## src/rtl/cska_share_arb_pkg.sv

```systemverilog
// Shared types and constants for the round-robin shared carry-skip adder.
// Optional overflow flag output is enabled with CSKA_SHARE_ARB_OVF_EN.
package cska_share_arb_pkg;

  typedef enum logic {
    EMPTY = 1'b0,
    FULL  = 1'b1
  } state_t;

  localparam int unsigned N_REQ_DEF = 4;
  localparam int unsigned WIDTH_DEF = 12;
  localparam int unsigned CSKA_BLK  = 4;

  // Requester tag width; at least one bit so a 1-requester tag stays legal.
  function automatic int unsigned id_w(input int unsigned n);
    return (n > 1) ? $clog2(n) : 1;
  endfunction

endpackage

```

## src/rtl/cska_adder.sv

```systemverilog
// Signed carry-skip adder wrapper: flat s_cska12 at 12 bits, generic otherwise.
module cska_adder
  import cska_share_arb_pkg::*;
#(
  parameter int unsigned W = WIDTH_DEF
) (
  input  logic [W-1:0] a,
  input  logic [W-1:0] b,
  output logic [W:0]   sum
);

  if (W == 12) begin : g_flat
    s_cska12 u_add (
      .a  (a),
      .b  (b),
      .sum(sum)
    );
  end else begin : g_gen
    logic [W:0] ae, be, p, g;
    logic       carry, blk_p, blk_cin;

    always_comb begin
      ae      = {a[W-1], a};
      be      = {b[W-1], b};
      p       = ae ^ be;
      g       = ae & be;
      sum     = '0;
      carry   = 1'b0;
      blk_p   = 1'b0;
      blk_cin = 1'b0;
      for (int unsigned i = 0; i <= W; i++) begin
        if ((i % CSKA_BLK) == 0) begin
          blk_p   = 1'b1;
          blk_cin = carry;
        end
        sum[i] = p[i] ^ carry;
        blk_p  = blk_p & p[i];
        carry  = g[i] | (p[i] & carry);
        if (((i % CSKA_BLK) == CSKA_BLK - 1) && blk_p) carry = blk_cin;
      end
    end
  end

endmodule

```

## src/rtl/cska_rr_picker.sv

```systemverilog
// Combinational round-robin picker: first valid lane at or after ptr, wrapping.
module cska_rr_picker
  import cska_share_arb_pkg::*;
#(
  parameter int unsigned N  = N_REQ_DEF,
  parameter int unsigned IW = id_w(N_REQ_DEF)
) (
  input  logic [N-1:0]  valid,
  input  logic [IW-1:0] ptr,
  output logic [N-1:0]  grant,
  output logic [IW-1:0] idx
);

  logic        found;
  int unsigned j;

  always_comb begin
    grant = '0;
    idx   = '0;
    found = 1'b0;
    j     = 0;
    for (int unsigned k = 0; k < N; k++) begin
      j = (32'(ptr) + k) % N;
      if (!found && valid[j]) begin
        found    = 1'b1;
        grant[j] = 1'b1;
        idx      = IW'(j);
      end
    end
  end

endmodule

```

## src/rtl/s_cska12.sv

```systemverilog
// Flat 12-bit signed carry-skip adder, 13-bit exact result, 4-bit skip blocks.
module s_cska12 (
  input  logic [11:0] a,
  input  logic [11:0] b,
  output logic [12:0] sum
);

  logic [12:0] ae, be, p, g;
  logic        carry, blk_p, blk_cin;

  always_comb begin
    ae      = {a[11], a};
    be      = {b[11], b};
    p       = ae ^ be;
    g       = ae & be;
    sum     = '0;
    carry   = 1'b0;
    blk_p   = 1'b0;
    blk_cin = 1'b0;
    for (int unsigned i = 0; i < 13; i++) begin
      if ((i % 4) == 0) begin
        blk_p   = 1'b1;
        blk_cin = carry;
      end
      sum[i] = p[i] ^ carry;
      blk_p  = blk_p & p[i];
      carry  = g[i] | (p[i] & carry);
      // Whole block propagating: carry-in bypasses the ripple chain.
      if (((i % 4) == 3) && blk_p) carry = blk_cin;
    end
  end

endmodule

```

## src/rtl/cska_share_arb.sv

```systemverilog
// Round-robin arbiter sharing one signed carry-skip adder among N_REQ requesters.
// Define CSKA_SHARE_ARB_OVF_EN to add the registered rsp_ovf output.
module cska_share_arb
  import cska_share_arb_pkg::*;
#(
  parameter int unsigned N_REQ = N_REQ_DEF,
  parameter int unsigned WIDTH = WIDTH_DEF,
  parameter int unsigned ID_W  = id_w(N_REQ)
) (
  input  logic                   clk,
  input  logic                   rst,
  input  logic [N_REQ-1:0]       req_valid,
  output logic [N_REQ-1:0]       req_ready,
  input  logic [N_REQ*WIDTH-1:0] req_a,
  input  logic [N_REQ*WIDTH-1:0] req_b,
  output logic                   rsp_valid,
  input  logic                   rsp_ready,
  output logic [ID_W-1:0]        rsp_id,
  output logic [WIDTH:0]         rsp_sum
`ifdef CSKA_SHARE_ARB_OVF_EN
  ,
  output logic                   rsp_ovf
`endif
);

  state_t           state, state_nxt;
  logic [ID_W-1:0]  rr_ptr, ptr_nxt, idx, id_nxt;
  logic [N_REQ-1:0] grant;
  logic             slot_free, accept;
  logic [WIDTH-1:0] a_sel, b_sel;
  logic [WIDTH:0]   sum, sum_nxt;
`ifdef CSKA_SHARE_ARB_OVF_EN
  logic             ovf_nxt;
`endif

  cska_rr_picker #(.N(N_REQ), .IW(ID_W)) u_pick (
    .valid(req_valid),
    .ptr  (rr_ptr),
    .grant(grant),
    .idx  (idx)
  );

  // Grant only when the response slot can take a new result; never during reset.
  assign slot_free = (state == EMPTY) | rsp_ready;
  assign req_ready = grant & {N_REQ{slot_free & ~rst}};
  assign accept    = |(req_valid & req_ready);
  assign rsp_valid = (state == FULL);

  always_comb begin
    a_sel = '0;
    b_sel = '0;
    for (int unsigned i = 0; i < N_REQ; i++) begin
      if (grant[i]) begin
        a_sel = req_a[i*WIDTH +: WIDTH];
        b_sel = req_b[i*WIDTH +: WIDTH];
      end
    end
  end

  cska_adder #(.W(WIDTH)) u_add (
    .a  (a_sel),
    .b  (b_sel),
    .sum(sum)
  );

  // Next-state and response register loads.
  always_comb begin
    state_nxt = state;
    ptr_nxt   = rr_ptr;
    id_nxt    = rsp_id;
    sum_nxt   = rsp_sum;
`ifdef CSKA_SHARE_ARB_OVF_EN
    ovf_nxt   = rsp_ovf;
`endif
    case (state)
      EMPTY:   if (accept) state_nxt = FULL;
      FULL:    if (rsp_ready && !accept) state_nxt = EMPTY;
      default: state_nxt = EMPTY;
    endcase
    if (accept) begin
      sum_nxt = sum;
      id_nxt  = idx;
      if (32'(idx) == N_REQ - 1) ptr_nxt = '0;
      else                       ptr_nxt = idx + ID_W'(1);
`ifdef CSKA_SHARE_ARB_OVF_EN
      ovf_nxt = sum[WIDTH] ^ sum[WIDTH-1];
`endif
    end
  end

  always_ff @(posedge clk) begin
    if (rst) begin
      state   <= EMPTY;
      rr_ptr  <= '0;
      rsp_id  <= '0;
      rsp_sum <= '0;
`ifdef CSKA_SHARE_ARB_OVF_EN
      rsp_ovf <= 1'b0;
`endif
    end else begin
      state   <= state_nxt;
      rr_ptr  <= ptr_nxt;
      rsp_id  <= id_nxt;
      rsp_sum <= sum_nxt;
`ifdef CSKA_SHARE_ARB_OVF_EN
      rsp_ovf <= ovf_nxt;
`endif
    end
  end

endmodule
```

## config.mk

```make
export PLATFORM = sky130hd
export DESIGN_NAME = cska_share_arb
export DESIGN_NICKNAME = d
export VERILOG_FILES = /design/src/rtl/cska_share_arb_pkg.sv /design/src/rtl/cska_adder.sv /design/src/rtl/cska_rr_picker.sv /design/src/rtl/s_cska12.sv /design/src/rtl/cska_share_arb.sv
export SDC_FILE = /design/constraint.sdc
export NUM_CORES = 1
export LEC_CHECK = 0
export BUFFER_PORTS_ARGS = -buffer_cell sky130_fd_sc_hd__buf_2
export CAP_MARGIN = 10
export CORE_MARGIN = 1.5
export CORE_UTILIZATION = 42
export CTS_BUF_LIST = sky130_fd_sc_hd__clkbuf_8 sky130_fd_sc_hd__clkbuf_16
export DETAILED_ROUTE_END_ITERATION = 8
export GPL_TIMING_DRIVEN = 0
export HOLD_SLACK_MARGIN = 0.1
export PLACE_DENSITY = 0.77
export SYNTH_ARGS = -nofsm -noshare
export SYNTH_HDL_FRONTEND = slang
export SYNTH_HIERARCHICAL = 1
export SYNTH_SLANG_ARGS = --single-unit
```

## constraint.sdc

```tcl
create_clock -name clk -period 9 [get_ports clk]
set_clock_uncertainty 0.2 [all_clocks]
set_input_delay 1.8 -clock clk [delete_from_list [all_inputs] [get_ports clk]]
set_output_delay 1.8 -clock clk [all_outputs]
set_load 0.1 [all_outputs]
```

==> flow_metrics.py, run 1 <==
metrics = {
    "status": {
        "status": "completed",
    },
    "logic_synthesis": {
        "async_flop_share_pct": 0,
        "synth_top_family_by_area": "compound AO/OA/AOI/OAI gates",
        "synth-edff-count": 0,
        "synth-seq-cells": 18,
        "synthTopCellsByArea": "dfxtp_1, nor2b_1, a221oi_1, ha_1, fa_1",
        "synthSimpleGateAreaFrac_pct": 23.6,
        "synthXorXnorAreaFrac_pct": 0,
        "synth-compound-area-share_pct": 24.2,
        "mappedNetlistArea_sq_um": 2450,
        "syn-num-nets": 398,
        "ys_warn_count": 6,
        "yosysTopAreaCell": "dfxtp_1",
        "synth.distinct_cells": 42,
        "synthFlopType": "dfxtp_1",
        "synthAdderAreaFrac_pct": 18.2,
        "synthMuxAreaShare_pct": 13.9,
        "syn_inst": 266,
        "yosysSeqAreaShare_pct": 14.7,
        "synth_top_area_share_pct": 14.7,
        "syn_area_per_cell_sq_um": 9.22,
    },
    "routing": {
        "detail-route-antenna-nets": 0,
        "viasPerCell": 5.67,
        "routedWlPerCell_microns": 17.2,
        "wl_met1_microns": 3240,
        "wl_microns": 8130,
        "dr_wl_met2_microns": 4120,
        "num_vias": 2674,
        "drt_pass1_iterations": 4,
        "drc_errors": 0,
        "wl_met3_microns": 537,
        "drtIter0Drc": 86,
        "routed.top_layer": "met4",
    },
    "die": {
        "initial_core_util_pct": 44.0,
        "io_pins": 123,
        "die_x_microns": 79.4,
        "die_area_sq_um": 6310,
        "core_sq_um": 5570,
        "die_y_microns": 79.4,
        "std_cell_rows": 27,
    },
    "global_route": {
        "overflow": 0,
        "grt_pass1_wl_microns": 13000,
        "antenna_found_initial": 0,
        "grt.total_usage_pct": 26.3,
        "grt_max_degree": 11,
        "grt_pass1_vias": 2858,
    },
    "clock_network": {
        "cts_tree": "done",
        "root_buffer": "clkbuf_8",
        "cts_made_buffers": 3,
        "htreeDepth": 1,
        "cts.sink_count": 18,
        "cts_buffer_depth": 2,
        "cts.clk_slew.worst_paths_ns": 0.07,
        "clk_latency_ns": 0.26,
    },
    "timing": {
        "drv_slew": 0,
        "fin_crit_ns": 8.94,
        "rsz0062_at_grt": "true",
        "setup_viol": 0,
        "max_freq_mhz": 112,
        "finalHoldViolCount": 0,
        "period_share_pct": 99.4,
        "fin_setup_tns_ns": 0,
        "relSlewSlack_pct": 60.6,
        "tightest_slew_ns": 0.585,
        "finalWorstSetupSlack_ns": 0.0569,
        "hold_ws_ns": 0.404,
    },
    "setup_path": {
        "cp-start-kind": "input port",
        "cp.arrival_ns": 8.89,
        "slowest_delay_ns": 0.62,
        "path_class": "in2reg",
        "cp_slowest_cell": "mux4_2",
        "crit_fanout": 9,
        "cpMostUsedCell": "fa_2",
        "critPathCaptureType": "flop",
        "worstPathRequired_ns": 8.94,
    },
    "cells_and_area": {
        "mostFrequentLayoutCell": "buf_2",
        "layoutNonFillerInstCount": 472,
        "drive_gt1_share_pct": 52.0,
        "num_antenna_cells": 0,
        "synthToLayoutAreaGrowth_pct": 39.7,
        "nets": 533,
        "final_cell_mix": "buf_2, nor2b_1, nand2_1",
    },
    "place": {
        "place_hpwl_microns": 6350,
        "portBuffers": 122,
        "gp_congestion": 0.871,
        "pre_cts_slack_ns": -0.683,
        "dp_cells": 460,
    },
    "flow_run": {
        "maxCapViolCount": 0,
    },
    "worst_hold_path": {
        "hp-class": "reg2reg",
    },
}
==> timing repair <==
| item | in CTS | in global routing |
|---|---|---|
| endpoints found under the setup margin | 2 | 1 |
| gates resized for setup | 28 | 16 |
| hold buffers | 0 | 0 |
| pin swaps | 5 | 2 |
| gates cloned | 0 | 0 |
| setup buffers | 7 | 1 |
| hold endpoints to repair | 0 | 0 |
==> registers in the layout, indices dropped and copies added, names as in the netlist <==
signal	flops
rsp_id	2
rr_ptr	2
rsp_sum	13
rsp_valid	1
==> cell families (layout without fill, tap and decap cells) <==
group	count (synthesis)	count (layout)
AO/OA/AOI/OAI	72	72
flip-flops	18	18
buffers and inverters	26	160
adder cells (fa/ha/maj)	29	29
AND/OR/NAND/NOR	98	98
multiplexers	23	23
==> final timing paths <==
path	from	end	slack (ns)	depth (start not counted)
max	req_valid[3]	rsp_sum[12]$_SDFFE_PP0P_	0.06	29
min	rsp_sum[1]$_SDFFE_PP0P_	rsp_sum[1]$_SDFFE_PP0P_	0.40	2
max reg2reg	rr_ptr[1]$_SDFFE_PP0P_	rsp_sum[12]$_SDFFE_PP0P_	0.65	30
min reg2reg	rsp_sum[1]$_SDFFE_PP0P_	rsp_sum[1]$_SDFFE_PP0P_	0.40	2
==> metrics by stage <==
stage	instance area, sq um	util, %
6_report	3430	61.5
5_1_grt	3430	61.5
4_1_cts	3380	60.6
3_5_place_dp	3170	56.9
3_3_place_gp	3170	56.9
2_1_floorplan	2470	-
==> synthesized netlist by cell type, types with 2 or more instances <==
library cell and count:
nor2b_1 44, buf_6 2, ha_1 18, or2b_1 2, nand3_1 2, o31ai_1 23, o21ai_0 2, mux4_2 4
nand2_1 30, mux2_2 7, a21oi_1 5, and3_1 4, a221oi_1 26, nand2b_4 2, inv_1 6, buf_2 4
dfxtp_1 18, mux2_4 10, a22o_1 3, fa_1 11, o2bb2ai_1 5, nor2_1 5, clkbuf_1 13, o21ai_1 2
==> routing by layer <==
metal | global-route usage [%] | vias to the layer above
li1 | - | 1263
met1 | 30.3 | 1258
met2 | 48.0 | 132
met3 | 3.43 | 21
met4 | 11.9 | 0
met5 | 0 | -
==> area by class of cell <==
cell class,instances,area [sq um]
plain buffers,20,136
repair buffers,130,678
well taps,72,90.1
clock buffers,4,55.1
flip-flops and latches,18,360
multi-input cells,222,2080
fillers,483,2150
inverters,6,22.5
==> critical path, delay by kind of cell <==
family | cells | cell delay (ns)
simple gates | 6 | 0.79
compound gates | 6 | 0.90
buf+inv | 3 | 0.45
mux | 2 | 0.88
fa+ha+maj | 12 | 4.06
Power of run 1 is left out: the tool's default activity adds up to more than one toggle a clock period on the data nets, which glitch-free logic cannot reach.
==> run 2, diff against run 1 <==
--- a/config.mk
+++ b/config.mk
@@ -8,13 +8,12 @@
 export BUFFER_PORTS_ARGS = -buffer_cell sky130_fd_sc_hd__buf_2
 export CAP_MARGIN = 10
 export CORE_MARGIN = 1.5
-export CORE_UTILIZATION = 42
+export CORE_UTILIZATION = 46
 export CTS_BUF_LIST = sky130_fd_sc_hd__clkbuf_8 sky130_fd_sc_hd__clkbuf_16
 export DETAILED_ROUTE_END_ITERATION = 8
 export GPL_TIMING_DRIVEN = 0
 export HOLD_SLACK_MARGIN = 0.1
-export PLACE_DENSITY = 0.77
+export PLACE_DENSITY = 0.79
 export SYNTH_ARGS = -nofsm -noshare
 export SYNTH_HDL_FRONTEND = slang
-export SYNTH_HIERARCHICAL = 1
 export SYNTH_SLANG_ARGS = --single-unit
==> run 2 against run 1 <==
Against the previous run: highest routed layer unchanged; critical path depth fell by 1; via count is 34% higher; cell count up 27%.
==> flow_metrics.py, run 2 <==
metrics = {
    "status": {
        "status": "completed",
    },
    "cells_and_area": {
        "top_regs": "rsp_sum x13, rsp_id x2",
        "design_area_sq_um": 4170,
        "largest_register_ffs": 13,
        "final_core_util_pct": 61.7,
        "final_cell_mix": "buf_2, inv_1, nor2_1",
        "num_antenna_cells": 0,
        "synthToLayoutAreaGrowth_pct": 30.5,
        "fillers": 610,
        "top_register": "rsp_sum",
        "drive_gt1_share_pct": 39.4,
        "mostFrequentLayoutCell": "buf_2",
        "nets": 655,
    },
    "place": {
        "place_hpwl_microns": 8060,
        "placed_area_sq_um": 3910,
        "portBuffers": 122,
        "gp_congestion": 0.931,
        "pre_cts_slack_ns": -0.579,
    },
    "logic_synthesis": {
        "synth.distinct_cells": 57,
        "syn-num-nets": 518,
        "mappedNetlistArea_sq_um": 3200,
        "yosys-top-cells-count": "inv_1, nor2_1, nand2_1, a31oi_1, o31ai_1",
        "yosysTopAreaCell": "dfxtp_1",
        "synth_top_area_share_pct": 11.3,
        "syn_area_per_cell_sq_um": 8.30,
        "synthTopCellsByArea": "dfxtp_1, ha_1, fa_1, a311oi_2, o31ai_1",
        "synth-edff-count": 0,
        "syn_inst": 385,
        "ys_warn_count": 0,
        "synth-seq-cells": 18,
        "synthFlopType": "dfxtp_1",
        "async_flop_share_pct": 0,
        "yosysSeqAreaShare_pct": 11.3,
    },
    "clock_network": {
        "cts_tree": "done",
        "cts.clk_slew.worst_paths_ns": 0.06,
        "cts_made_buffers": 3,
        "root_buffer": "clkbuf_8",
        "clk_latency_ns": 0.25,
        "htreeDepth": 1,
        "cts.sink_count": 18,
        "cts_buffer_depth": 2,
    },
    "die": {
        "std_cell_rows": 30,
        "io_pins": 123,
        "die_area_sq_um": 7460,
        "core_sq_um": 6760,
        "die_y_microns": 86.4,
        "die_x_microns": 86.4,
        "initial_core_util_pct": 47.3,
    },
    "setup_path": {
        "cp.arrival_ns": 8.66,
        "worst_path_dominant_cell_family": "adder cells",
        "path_class": "in2reg",
        "r2r-start": "rr_ptr[1]$_SDFFE_PP0P_",
        "r2r_setup_slack_ns": 0.46,
        "cp_slowest_cell": "mux4_2",
        "critPathCaptureType": "flop",
        "slowest_delay_ns": 0.51,
        "cpMostUsedCell": "fa_2",
        "rr_endpoint": "rsp_sum[12]$_SDFFE_PP0P_",
        "crit_fanout": 11,
        "cp_num_buf_inv": 5,
        "cp-start-kind": "input port",
        "ff2ff_path_depth": 31,
        "worstPathRequired_ns": 8.94,
    },
    "timing": {
        "rsz0062_at_grt": "false",
        "finalHoldViolCount": 0,
        "period_share_pct": 96.9,
        "setup_viol": 0,
        "tightest_slew_ns": 0.533,
        "fin_setup_tns_ns": 0,
        "relSlewSlack_pct": 64.3,
        "drv_slew": 0,
        "fin_crit_ns": 8.72,
        "finalWorstSetupSlack_ns": 0.277,
        "max_freq_mhz": 115,
    },
    "routing": {
        "wl_microns": 10100,
        "drtIter0Drc": 211,
        "detail-route-antenna-nets": 0,
        "num_vias": 3594,
        "drc_errors": 0,
        "routedWlPerCell_microns": 16.8,
        "viasPerCell": 5.99,
        "drt_pass1_iterations": 5,
    },
    "global_route": {
        "grt.total_usage_pct": 26.7,
        "grt_pass1_wl_microns": 16000,
        "overflow": 0,
        "antenna_found_initial": 0,
        "grt_max_degree": 11,
        "grt_pass1_vias": 3376,
    },
    "worst_hold_path": {
        "hp-class": "reg2reg",
        "min-delay-start": "rsp_sum[2]$_SDFFE_PP0P_",
        "worstHoldPathCells": 2,
        "min_to": "rsp_sum[2]$_SDFFE_PP0P_",
    },
    "flow_run": {
        "maxCapViolCount": 0,
    },
}
[run 2: changes by cell type after synthesis, sizes merged, moves of 10 or more]
| cell | delta |
|---|---|
| nor2b | -34 |
| o31a | +18 |
| a31oi | +24 |
| inv | +26 |
| mux2 | -10 |
| mux2i | +15 |
| buf | +14 |
| a311oi | +25 |
| nor2 | +27 |
| nand2b | +16 |
| a221oi | -27 |
[run 2: cells by family (layout without fill, tap and decap cells)]
logic type / after synthesis / count (layout) / synth area share [%]
AO/OA/AOI/OAI: 129 / 129 / 35.5
AND/OR/NAND/NOR: 113 / 113 / 17.5
buffers and inverters: 67 / 202 / 10.8
adder cells (fa/ha/maj): 30 / 30 / 14.3
multiplexers: 27 / 27 / 10.3
flip-flops: 18 / 18 / 11.3
XOR/XNOR: 1 / 1 / 0.274
[run 2: metal layers]
layer	track usage [%]	wire length, microns
met2	43.1	4590
met4	9.53	263
met5	0	0
met1	36.5	4530
met3	3.52	729
[run 2: per-stage QoR]
step                hold slack (ns)  std cells
detailed placement            0.262        587
CTS                           0.274        596
global placement              0.259        587
finish                        0.273        600
floorplan                     0.538        385
global route                  0.297        600
[run 2: cell type report]
type | instances | area [sq um] | area share (%)
Timing Repair Buffer | 133 | 693 | 16.6
Inverter | 32 | 120 | 2.88
Multi-Input combinational cell | 300 | 2610 | 62.5
Sequential cell | 18 | 360 | 8.64
Clock buffer | 3 | 41.3 | 0.990
Tap cell | 80 | 100 | 2.40
Buffer | 34 | 249 | 5.97
[run 2: worst max path at each step]
stage               slack (ns)         start  depth (start not counted)                       end
floorplan                 0.22  req_valid[0]                         27  rsp_sum[12]$_SDFFE_PP0P_
global placement         -0.42  req_valid[0]                         28  rsp_sum[12]$_SDFFE_PP0P_
detailed placement       -0.58  req_valid[0]                         28  rsp_sum[12]$_SDFFE_PP0P_
CTS                      0.006  req_valid[0]                         29  rsp_sum[12]$_SDFFE_PP0P_
global route              0.05  req_valid[0]                         28  rsp_sum[12]$_SDFFE_PP0P_
finish                    0.28  req_valid[0]                         28  rsp_sum[12]$_SDFFE_PP0P_
[run 2: tightest hold or removal path, stage by stage, from the launching register on]
cell and delay [ns]:
dfxtp_1 0.30, nand2b_1 0.06, mux2i_1 0.06
[run 2: timing repair]
| action | 4_1_cts | 5_1_grt |
|---|---|---|
| hold buffers | 0 | 0 |
| setup endpoints to repair | 1 | 2 |
| resized for setup | 14 | 18 |
| hold endpoints to repair | 0 | 0 |
| cloned | 0 | 0 |
| setup buffers | 6 | 5 |
| pin swaps | 7 | 9 |
Power of run 2 is left out for the same reason.
